--- src/rtl/rll_key_pkg.sv ---
// Shared types, default sizes and the checksum fold for the RLL key loader.
package rll_key_pkg;

    localparam int unsigned KEY_W_DEF    = 32;
    localparam int unsigned CHK_W_DEF    = 8;
    localparam int unsigned MAX_FAIL_DEF = 3;

    typedef enum logic [2:0] {
        ST_IDLE    = 3'd0,
        ST_SHIFT   = 3'd1,
        ST_CHECK   = 3'd2,
        ST_APPLY   = 3'd3,
        ST_DONE    = 3'd4,
        ST_LOCKOUT = 3'd5
    } state_e;

    // XOR of all CHK_W-bit chunks of the key
    function automatic logic [CHK_W_DEF-1:0] chk_fold(input logic [KEY_W_DEF-1:0] key);
        logic [CHK_W_DEF-1:0] acc;
        acc = '0;
        for (int unsigned i = 0; i < KEY_W_DEF / CHK_W_DEF; i++) begin
            acc = acc ^ key[i*CHK_W_DEF +: CHK_W_DEF];
        end
        return acc;
    endfunction

endpackage

--- src/rtl/rll_key_shifter.sv ---
// Serial LSB-first shift register splitting the stream into key and checksum.
module rll_key_shifter #(
    parameter int unsigned KEY_W = 32,
    parameter int unsigned CHK_W = 8
) (
    input  logic             clk,
    input  logic             rst_n,
    input  logic             clear,
    input  logic             shift_en,
    input  logic             bit_in,
    output logic [KEY_W-1:0] key,
    output logic [CHK_W-1:0] chk,
    output logic             last_c,
    output logic             done_c
);

    localparam int unsigned TOT_W = KEY_W + CHK_W;
    localparam int unsigned CNT_W = $clog2(TOT_W + 1);

    logic [TOT_W-1:0] sr;
    logic [CNT_W-1:0] cnt;

    // New bits enter at the top so the first bit ends up at bit 0
    always_ff @(posedge clk) begin
        if (!rst_n || clear) begin
            sr  <= '0;
            cnt <= '0;
        end else if (shift_en && !done_c) begin
            sr  <= {bit_in, sr[TOT_W-1:1]};
            cnt <= cnt + CNT_W'(1);
        end
    end

    assign key    = sr[KEY_W-1:0];
    assign chk    = sr[TOT_W-1:KEY_W];
    assign last_c = (cnt == CNT_W'(TOT_W - 1));
    assign done_c = (cnt == CNT_W'(TOT_W));

endmodule

--- src/rtl/rll_key_loader.sv ---
// Loads, verifies and applies the unlock key of an RLL-locked netlist.
// Define RLL_KEY_ZEROIZE_EN to clear key_out on reload, mismatch and lockout.
module rll_key_loader
    import rll_key_pkg::*;
#(
    parameter int unsigned KEY_W    = KEY_W_DEF,
    parameter int unsigned CHK_W    = CHK_W_DEF,
    parameter int unsigned MAX_FAIL = MAX_FAIL_DEF
) (
    input  logic             clk,
    input  logic             rst_n,
    input  logic             load_start,
    input  logic             load_abort,
    input  logic             key_bit,
    input  logic             key_bit_valid,
    output logic             key_bit_ready,
    output logic [KEY_W-1:0] key_out,
    output logic             key_valid,
    output logic             key_err,
    output logic             busy,
    output logic             locked_out,
    output logic [3:0]       fail_cnt
);

    localparam logic [2:0] IDLE    = 3'(ST_IDLE);
    localparam logic [2:0] SHIFT   = 3'(ST_SHIFT);
    localparam logic [2:0] CHECK   = 3'(ST_CHECK);
    localparam logic [2:0] APPLY   = 3'(ST_APPLY);
    localparam logic [2:0] DONE    = 3'(ST_DONE);
    localparam logic [2:0] LOCKOUT = 3'(ST_LOCKOUT);

`ifdef RLL_KEY_ZEROIZE_EN
    localparam bit ZEROIZE = 1'b1;
`else
    localparam bit ZEROIZE = 1'b0;
`endif

    logic [2:0]       state;
    logic [2:0]       state_nx;
    logic [KEY_W-1:0] key_out_nx;
    logic             key_valid_nx;
    logic             key_err_nx;
    logic [3:0]       fail_cnt_nx;
    logic             clear_c;
    logic             shift_en_c;
    logic             last_c;
    logic             done_c;
    logic [KEY_W-1:0] shadow_key;
    logic [CHK_W-1:0] rx_chk;
    logic [CHK_W-1:0] fold_c;

    rll_key_shifter #(
        .KEY_W (KEY_W),
        .CHK_W (CHK_W)
    ) u_shifter (
        .clk      (clk),
        .rst_n    (rst_n),
        .clear    (clear_c),
        .shift_en (shift_en_c),
        .bit_in   (key_bit),
        .key      (shadow_key),
        .chk      (rx_chk),
        .last_c   (last_c),
        .done_c   (done_c)
    );

    generate
        if (KEY_W == KEY_W_DEF && CHK_W == CHK_W_DEF) begin : g_pkg_fold
            assign fold_c = chk_fold(shadow_key);
        end else begin : g_gen_fold
            always_comb begin
                fold_c = '0;
                for (int unsigned i = 0; i < KEY_W / CHK_W; i++) begin
                    fold_c = fold_c ^ shadow_key[i*CHK_W +: CHK_W];
                end
            end
        end
    endgenerate

    // Next-state and next-output logic
    always_comb begin
        state_nx     = state;
        key_out_nx   = key_out;
        key_valid_nx = key_valid;
        key_err_nx   = 1'b0;
        fail_cnt_nx  = fail_cnt;
        clear_c      = 1'b0;
        shift_en_c   = 1'b0;
        case (state)
            IDLE, DONE: begin
                if (load_start) begin
                    state_nx     = SHIFT;
                    key_valid_nx = 1'b0;
                    clear_c      = 1'b1;
                    if (ZEROIZE) key_out_nx = '0;
                end
            end
            SHIFT: begin
                if (load_abort) begin
                    state_nx = IDLE;
                    clear_c  = 1'b1;
                end else if (key_bit_valid) begin
                    shift_en_c = 1'b1;
                    if (last_c) state_nx = CHECK;
                end
            end
            CHECK: begin
                if (done_c && fold_c == rx_chk) begin
                    state_nx    = APPLY;
                    fail_cnt_nx = '0;
                end else begin
                    key_err_nx   = 1'b1;
                    key_valid_nx = 1'b0;
                    if (ZEROIZE) key_out_nx = '0;
                    if (fail_cnt < 4'(MAX_FAIL)) fail_cnt_nx = fail_cnt + 4'd1;
                    state_nx = (fail_cnt_nx == 4'(MAX_FAIL)) ? LOCKOUT : IDLE;
                end
            end
            APPLY: begin
                key_out_nx   = shadow_key;
                key_valid_nx = 1'b1;
                state_nx     = DONE;
            end
            LOCKOUT: begin
                state_nx = LOCKOUT;
            end
            default: begin
                state_nx = IDLE;
            end
        endcase
    end

    // State and registered outputs; status flags follow the next state
    always_ff @(posedge clk) begin
        if (!rst_n) begin
            state         <= IDLE;
            key_out       <= '0;
            key_valid     <= 1'b0;
            key_err       <= 1'b0;
            fail_cnt      <= '0;
            key_bit_ready <= 1'b0;
            busy          <= 1'b0;
            locked_out    <= 1'b0;
        end else begin
            state         <= state_nx;
            key_out       <= key_out_nx;
            key_valid     <= key_valid_nx;
            key_err       <= key_err_nx;
            fail_cnt      <= fail_cnt_nx;
            key_bit_ready <= (state_nx == SHIFT);
            busy          <= (state_nx == SHIFT) || (state_nx == CHECK) || (state_nx == APPLY);
            locked_out    <= (state_nx == LOCKOUT);
        end
    end

endmodule

--- config.mk ---
export PLATFORM = sky130hd
export DESIGN_NAME = rll_key_loader
export DESIGN_NICKNAME = d
export VERILOG_FILES = /design/src/rtl/rll_key_pkg.sv /design/src/rtl/rll_key_shifter.sv /design/src/rtl/rll_key_loader.sv
export SDC_FILE = /design/constraint.sdc
export NUM_CORES = 1
export LEC_CHECK = 0
export BUFFER_PORTS_ARGS = -buffer_cell sky130_fd_sc_hd__buf_2
export CAP_MARGIN = 40
export CORE_MARGIN = 2
export CORE_UTILIZATION = 45
export CTS_BUF_LIST = sky130_fd_sc_hd__clkbuf_4 sky130_fd_sc_hd__clkbuf_8 sky130_fd_sc_hd__clkbuf_16
export CTS_CLUSTER_SIZE = 10
export DETAILED_ROUTE_END_ITERATION = 8
export PLACE_DENSITY = 0.64
export SYNTH_ARGS = -nofsm -noshare
export SYNTH_HDL_FRONTEND = slang
export SYNTH_HIERARCHICAL = 1
export SYNTH_SLANG_ARGS = --single-unit
--- constraint.sdc ---
create_clock -name clk -period 3.9 [get_ports clk]
set_input_delay 0.39 -clock clk [delete_from_list [all_inputs] [get_ports clk]]
set_output_delay 0.39 -clock clk [all_outputs]
set_load 0.02 [all_outputs]
=== After elaboration in Yosys (flattened, before gate mapping) ===
Index checks and enable logic that the tools add are counted.

* Bits in registers: 90
* Bits in latches: 0
* Memory bits (writable): 0
* Bits in read-only memories: 0
* Input bits: 6
* Output and inout port bits: 41
* Logic and storage cells: 64
* Memories: 0

* Add/subtract/negate cells: 2
* $mul: 0
* Div/mod/pow operators: 0
* $lt $le $gt $ge: 1
* Equal/unequal tests: 15
* Shifts and indexed selects: 0
* Muxes and demuxes: 21
* Bitwise operators: 3
* Reductions and logical operators: 12

{| class="wikitable"
|+ Operators with widths
! operator !! count
|-
| XOR 8 bit || 3
|-
| 2-to-1 mux 3 bit || 6
|-
| 2-to-1 mux 4 bit || 4
|-
| case mux 3 bit (5 select lines) || 1
|-
| equality test 3 x 2 -> 1 bit, second input constant || 4
|-
| equality test 6 bit, second input constant || 2
|-
| equality test 3 bit, second input constant || 3
|-
| equality test 8 bit || 1
|-
| 2-to-1 mux 1 bit || 8
|-
| adder 6 x 1 -> 6 bit, second input constant || 1
|-
| equality test 3 x 1 -> 1 bit, second input constant || 2
|-
| adder 4 x 1 -> 4 bit, second input constant || 1
|-
| equality test 4 x 2 -> 1 bit, second input constant || 1
|-
| < comparator 4 x 2 -> 1 bit, second input constant || 1
|-
| != test 2 bit, second input constant || 2
|-
| zero test 3 bit || 1
|-
| logical OR 1 bit || 3
|-
| case mux 1 bit (3 select lines) || 1
|-
| AND reduction 3 bit || 1
|-
| nonzero test 3 bit || 1
|-
| logical AND 1 bit || 2
|-
| zero test 1 bit || 2
|-
| case mux 1 bit (2 select lines) || 1
|-
| AND reduction 2 bit || 1
|-
| OR reduction 2 bit || 1
|}

=== Logic depth before layout (Yosys ltp) ===
* Depth after elaboration: 14
* Depth in mapped cells: 8
* Gate-level depth less buffers: 7

=== Cells and area by module ===
The synthesis kept the hierarchy.

{| class="wikitable"
|+ By module, submodules not included
! module !! times used !! cells each !! area each (µm²) !! sequential area each (µm²)
|-
| rll_key_loader || 1 || 240 || 2104.5 || 880.8
|-
| rll_key_shifter || 1 || 172 || 1806.7 || 920.9
|}

=== Worst setup path after synthesis ===
No wires, ideal clock.

* Path kind: reg2reg
* Start point: register u_shifter.sr[15]
* End point: register busy
* Library setup time: 0.086 ns
* Data arrival time: 1.764 ns
* Required time: 3.814 ns
* Slack: 2.050 ns
* Cell stages (with the launch flop): 6
* Cells stage by stage: dfxtp_1 -> xnor3_1 -> xnor2_1 -> nand3_1 -> or4_4 -> a221oi_2

* Cells in the longest elaborated chain, start to end: 10
* Elaborated cells on any way between the ends: 12
* Those cells by class: eq/ne (4); mux (2); bitwise (3); reduce/logical (3)

{| class="wikitable"
|+ RTL lines
! element !! RTL line !! text
|-
| start: declaration || rll_key_shifter.sv:20 || <nowiki>logic [TOT_W-1:0] sr;</nowiki>
|-
| start signal: assignment || rll_key_shifter.sv:29 || <nowiki>sr <= {bit_in, sr[TOT_W-1:1]};</nowiki>
|-
| XOR 8 bit (*) (3 in a row) || rll_key_pkg.sv:22 || <nowiki>acc = acc ^ key[i*CHK_W_DEF +: CHK_W_DEF];</nowiki>
|-
| equality test 8 bit (*) || rll_key_loader.sv:108 || <nowiki>if (done_c && fold_c == rx_chk) begin</nowiki>
|-
| logical AND 1 bit (*) || rll_key_loader.sv:108 ||
|-
| 2-to-1 mux 3 bit (*) || rll_key_loader.sv:108 ||
|-
| case mux 3 bit (5 select lines) (*) || rll_key_loader.sv:89 || <nowiki>case (state)</nowiki>
|-
| equality test 3 x 1 -> 1 bit / equality test 3 x 2 -> 1 bit (equally long branches) || rll_key_loader.sv:151 || <nowiki>busy <= (state_nx == SHIFT) || (state_nx == CHECK) || (state_nx == APPLY);</nowiki>
|-
| logical OR 1 bit || rll_key_loader.sv:151 ||
|-
| logical OR 1 bit (*) || rll_key_loader.sv:151 ||
|-
| end signal: assignment || rll_key_loader.sv:151 ||
|-
| end: declaration || rll_key_loader.sv:20 || <nowiki>output logic busy,</nowiki>
|}

Mark *: on every way between the ends. The rest lies on a longest branch, timed or not.
A chain may end at the register's enable or synchronous reset.

=== Worst setup path in the final report ===
* Start point: register u_shifter.sr[17]
* End point: register fail_cnt[1]

* Cells in the longest elaborated chain, start to end: 5

{| class="wikitable"
|+ RTL lines
! element !! RTL line !! text
|-
| XOR 8 bit (2 in a row) || rll_key_pkg.sv:22 ||
|-
| equality test 8 bit || rll_key_loader.sv:108 ||
|-
| logical AND 1 bit || rll_key_loader.sv:108 ||
|-
| 2-to-1 mux 4 bit || rll_key_loader.sv:108 ||
|-
| end signal: assignment || rll_key_loader.sv:149 || <nowiki>fail_cnt <= fail_cnt_nx;</nowiki>
|-
| end: declaration || rll_key_loader.sv:22 || <nowiki>output logic [3:0] fail_cnt</nowiki>
|}

Every way passes these cells.

==> metrics.md <==
| Metric | Value |
|---|---|
| Sequential fraction of the synthesis area | `46.07%` |
| Detailed router's first-iteration violation count | `108` |
| Final Cycle Share | `53.47%` |
| Gate Count Post-Synth | `412` |
| Slowest stage delay, CP | `0.47 ns` |
| Synth Register Bits | `90` |
| Largest cells by area after synthesis | `dfxtp_1 (46%), nand2_1 (12%), mux2i_1 (11%)` |
| Synthesized net count | `421` |
| IO Port Bufs | `46` |
| Final Max Slew Viols | `0` |
| Critical path required time | `4.15 ns` |
| Worst R2R Start | `u_shifter/sr[17]$_SDFFE_PP0P_` |
| Via density | `5.096` |
| Initial cell density of the core | `45.52%` |
| Final setup violating endpoints | `0` |
| Setup tns final | `0 ns` |
| First-pass GRT wire length | `13.10 mm` |
| Hold Crit Start | `key_bit` |
| Gr ovfl total | `0` |
| Layout Nets | `459` |
| GRT Max-Usage Layer | `met2` |
| Vias in the first global route | `2852` |
| Worst-Skew Late Latency | `0.35 ns` |
| TritonCTS clock tree | `yes` |
| Num CTS Buffers | `9` |
| EDFF count, synth | `0` |
| Layout cells sized above 1 | `15.82%` |
| Die area | `9454 um^2` |
| Util after Layout | `51.34%` |
| Met2 usage | `27.83%` |
| Int Power | `0.001346 W` |
| Combinational fraction of design power | `3.4%` |
| Router iterations before antenna repair | `4` |
| Hold buffer count at CTS | `0` |
| Fmax | `479.6 MHz` |
| Status | `finished clean` |
| Final Skew | `0.007824 ns` |
| WHS Endpoint | `u_shifter/sr[39]$_SDFFE_PP0P_` |
| Place WS | `1.824 ns` |
| Post CTS Setup Buffer Count | `0` |
| HPWL after DPL | `5.561 mm` |
| Cell variety after synth | `42` |
| Post_cts resized | `0` |
| Core Rows | `34` |
| Drt total wl | `7.648 mm` |
| Clock transition at path regs | `0.09 ns` |
| Main synth FF type | `dfxtp_1` |
| Largest net degree at the start of global routing | `46` |
| Total DRC errors in the routed layout | `0` |
| I/O pin total | `47` |
| Cell Pwr Density | `385.7 nW/um^2` |
| Worst path cell trace | `xnor3_1, xnor2_1, nand4_1, or3_1, a211o_1` |
| Hold Path Depth | `3` |
| Worst r2r dst | `fail_cnt[1]$_SDFFE_PN0N_` |
| Top cell type's share of synthesized area | `46.07%` |
| Synthesized area | `3911 um^2` |
| Switch Pwr | `0.0003556 W` |
| Met1 Use GR | `21.64%` |
| Ys async rst share | `0%` |
| Antenna Nets Post-Route | `0` |
| CTS sink count | `90` |
| Largest area contributor in the netlist | `dfxtp_1` |
| Worst setup EP type | `register` |
| Hold Path Class | `input pin to register` |
| Core ar. | `8593 um^2` |
| Slowest library cell on the worst path | `or3_1` |
| Net Sw Frac | `20.90%` |
| Max H-tree Level | `3` |
| Via count | `2869` |
| Antenna Cells | `0` |
| GP Congestion | `0.8528` |
| Worst-path fanout max | `5` |
| R2R depth | `5` |
| Actual slew at the worst max-slew pin | `0.6452 ns` |
| Slew HR | `56.99%` |
| Min cycle time layout | `2.085 ns` |
| DR WL/cell | `13.58 um` |
| VDD IR max | `0.1795 mV` |
| Worst Path Arrival | `2.33 ns` |
| Unrepaired setup endpoints after global routing | `no` |
| Clock network fraction of design power | `42.4%` |
| Synth warn | `6` |
| Total GRT Usage | `16.94%` |
| Reg-to-reg slack, setup | `1.81 ns` |
| Final worst-path setup slack | `1.815 ns` |
| Initial antenna violation count | `0` |
| CTS max path bufs | `2` |
| Clk root buf | `clkbuf_8` |
| Max-Cap Viols | `0` |
| Grt met3 use | `3.381%` |
| Final hold vios | `0` |
| Pleak | `1.887 nW` |
| Syn-to-layout area delta | `12.80%` |
| Critical setup path kind | `register to register` |
| Die Ht | `97.23 um` |
| Startpoint Class | `register` |
| Sequential group share of total power | `54.2%` |
| Die Width | `97.23 um` |
| Avg Cell Area, Syn | `9.493 um^2` |
-- cell families after synthesis --
group	count (synthesis)	share of synthesized area, %
flops	90	46.07
simple gates	163	17.85
xor+xnor	26	8.637
compound gates	60	11.42
mux	42	10.75
fa+ha+maj	3	0.9598
buf+inv	28	4.319
-- area by class of cell --
| class | instances | area (um^2) |
|---|---|---|
| clock buffers | 12 | 158.9 |
| clock inverters | 4 | 73.82 |
| fillers | 796 | 4182 |
| inverters | 5 | 18.77 |
| multi-input cells | 294 | 1943 |
| flip-flops and latches | 90 | 1802 |
| well taps | 108 | 135.1 |
| repair buffers | 50 | 280.3 |
-- registers in the layout, summed over array words and instances (netlist names), 3 cells and up --
register,count
u_shifter/cnt,6
key_out,32
fail_cnt,4
u_shifter/sr,40
state,3
-- worst max path at each step --
stage                                        startpoint                       end  cells past startpoint
after floorplan           u_shifter/sr[15]$_SDFFE_PP0P_           busy$_SDFF_PN0_                      5
after global placement    u_shifter/sr[18]$_SDFFE_PP0P_           busy$_SDFF_PN0_                      5
after detailed placement  u_shifter/sr[17]$_SDFFE_PP0P_  fail_cnt[1]$_SDFFE_PN0N_                      5
after CTS                 u_shifter/sr[18]$_SDFFE_PP0P_           busy$_SDFF_PN0_                      5
after global routing      u_shifter/sr[17]$_SDFFE_PP0P_           busy$_SDFF_PN0_                      5
final                     u_shifter/sr[17]$_SDFFE_PP0P_  fail_cnt[1]$_SDFFE_PN0N_                      5
-- synthesized netlist by cell type (all sizes together), types with 2 or more instances --
library cell    n
mux2i          42
buf            10
and2            2
ha              3
o31a            2
a21boi         33
dfxtp          90
o21ai           3
or3             2
clkbuf         13
nor2            9
xnor3           8
xor2            2
nor2b           4
nor3            3
inv             5
xnor2          16
o2111ai         2
nand4           3
nand2b          4
and3            4
a21oi          10
nand2         126
o31ai           2
nor3b           2
-- power by group through the flow --
stage               sequential (W)  clock [W]  combinational (W)
floorplan                 0.000946          0          0.0000475
global placement          0.000945          0          0.0000578
detailed placement        0.000945          0          0.0000582
CTS                       0.000923   0.000737          0.0000583
global route              0.000924   0.000775          0.0000638
finish                    0.000923   0.000721          0.0000580
-- metal layers --
metal | up-vias | part of all wire (%)
met2 | 40 | 48
li1 | 1467 | -
met1 | 1352 | 48
met4 | 0 | 1.5
met3 | 10 | 3.0
met5 | - | 0
-- cell usage in the layout (no fill, tap or decap), types with 2 or more instances in the layout --
cell type and count:
a21oi_1 10, clkbuf_8 11, nor2b_1 3, o2111ai_1 2, xor2_1 2, dfxtp_1 90, a21boi_0 33, nor3b_1 2
and2_1 2, nand2b_1 3, and3_1 4, buf_4 3, or3_1 2, nor2_1 9, bufinv_16 2, mux2i_1 42
nand2_1 125, nand4_1 3, xnor2_1 16, xnor3_1 8, o21ai_0 3, inv_1 5, o31a_1 2, ha_1 3
nor3_1 3, buf_2 46
-- worst max-delay path, delay by kind of cell (launching register included) --
kind	cells	cell delay (ns)
and+or+nand+nor	2	0.71
DFF	1	0.38
AOI/OAI and AO/OA	1	0.29
xor gates and xnor gates	2	0.60
-- per-stage QoR --
| stage | area, um^2 | std cells | hold WS, ns | total power [W] |
|---|---|---|---|---|
| floorplan | 3911 | 412 | 0.4548 | 0.0009938 |
| global placement | 4151 | 546 | 0.4532 | 0.001003 |
| detailed placement | 4179 | 547 | 0.4545 | 0.001003 |
| CTS | 4412 | 563 | 0.2784 | 0.001718 |
| global route | 4412 | 563 | 0.2962 | 0.001763 |
| finish | 4412 | 563 | 0.2925 | 0.001701 |
No activity file was read; power rests on OpenSTA's default activity.
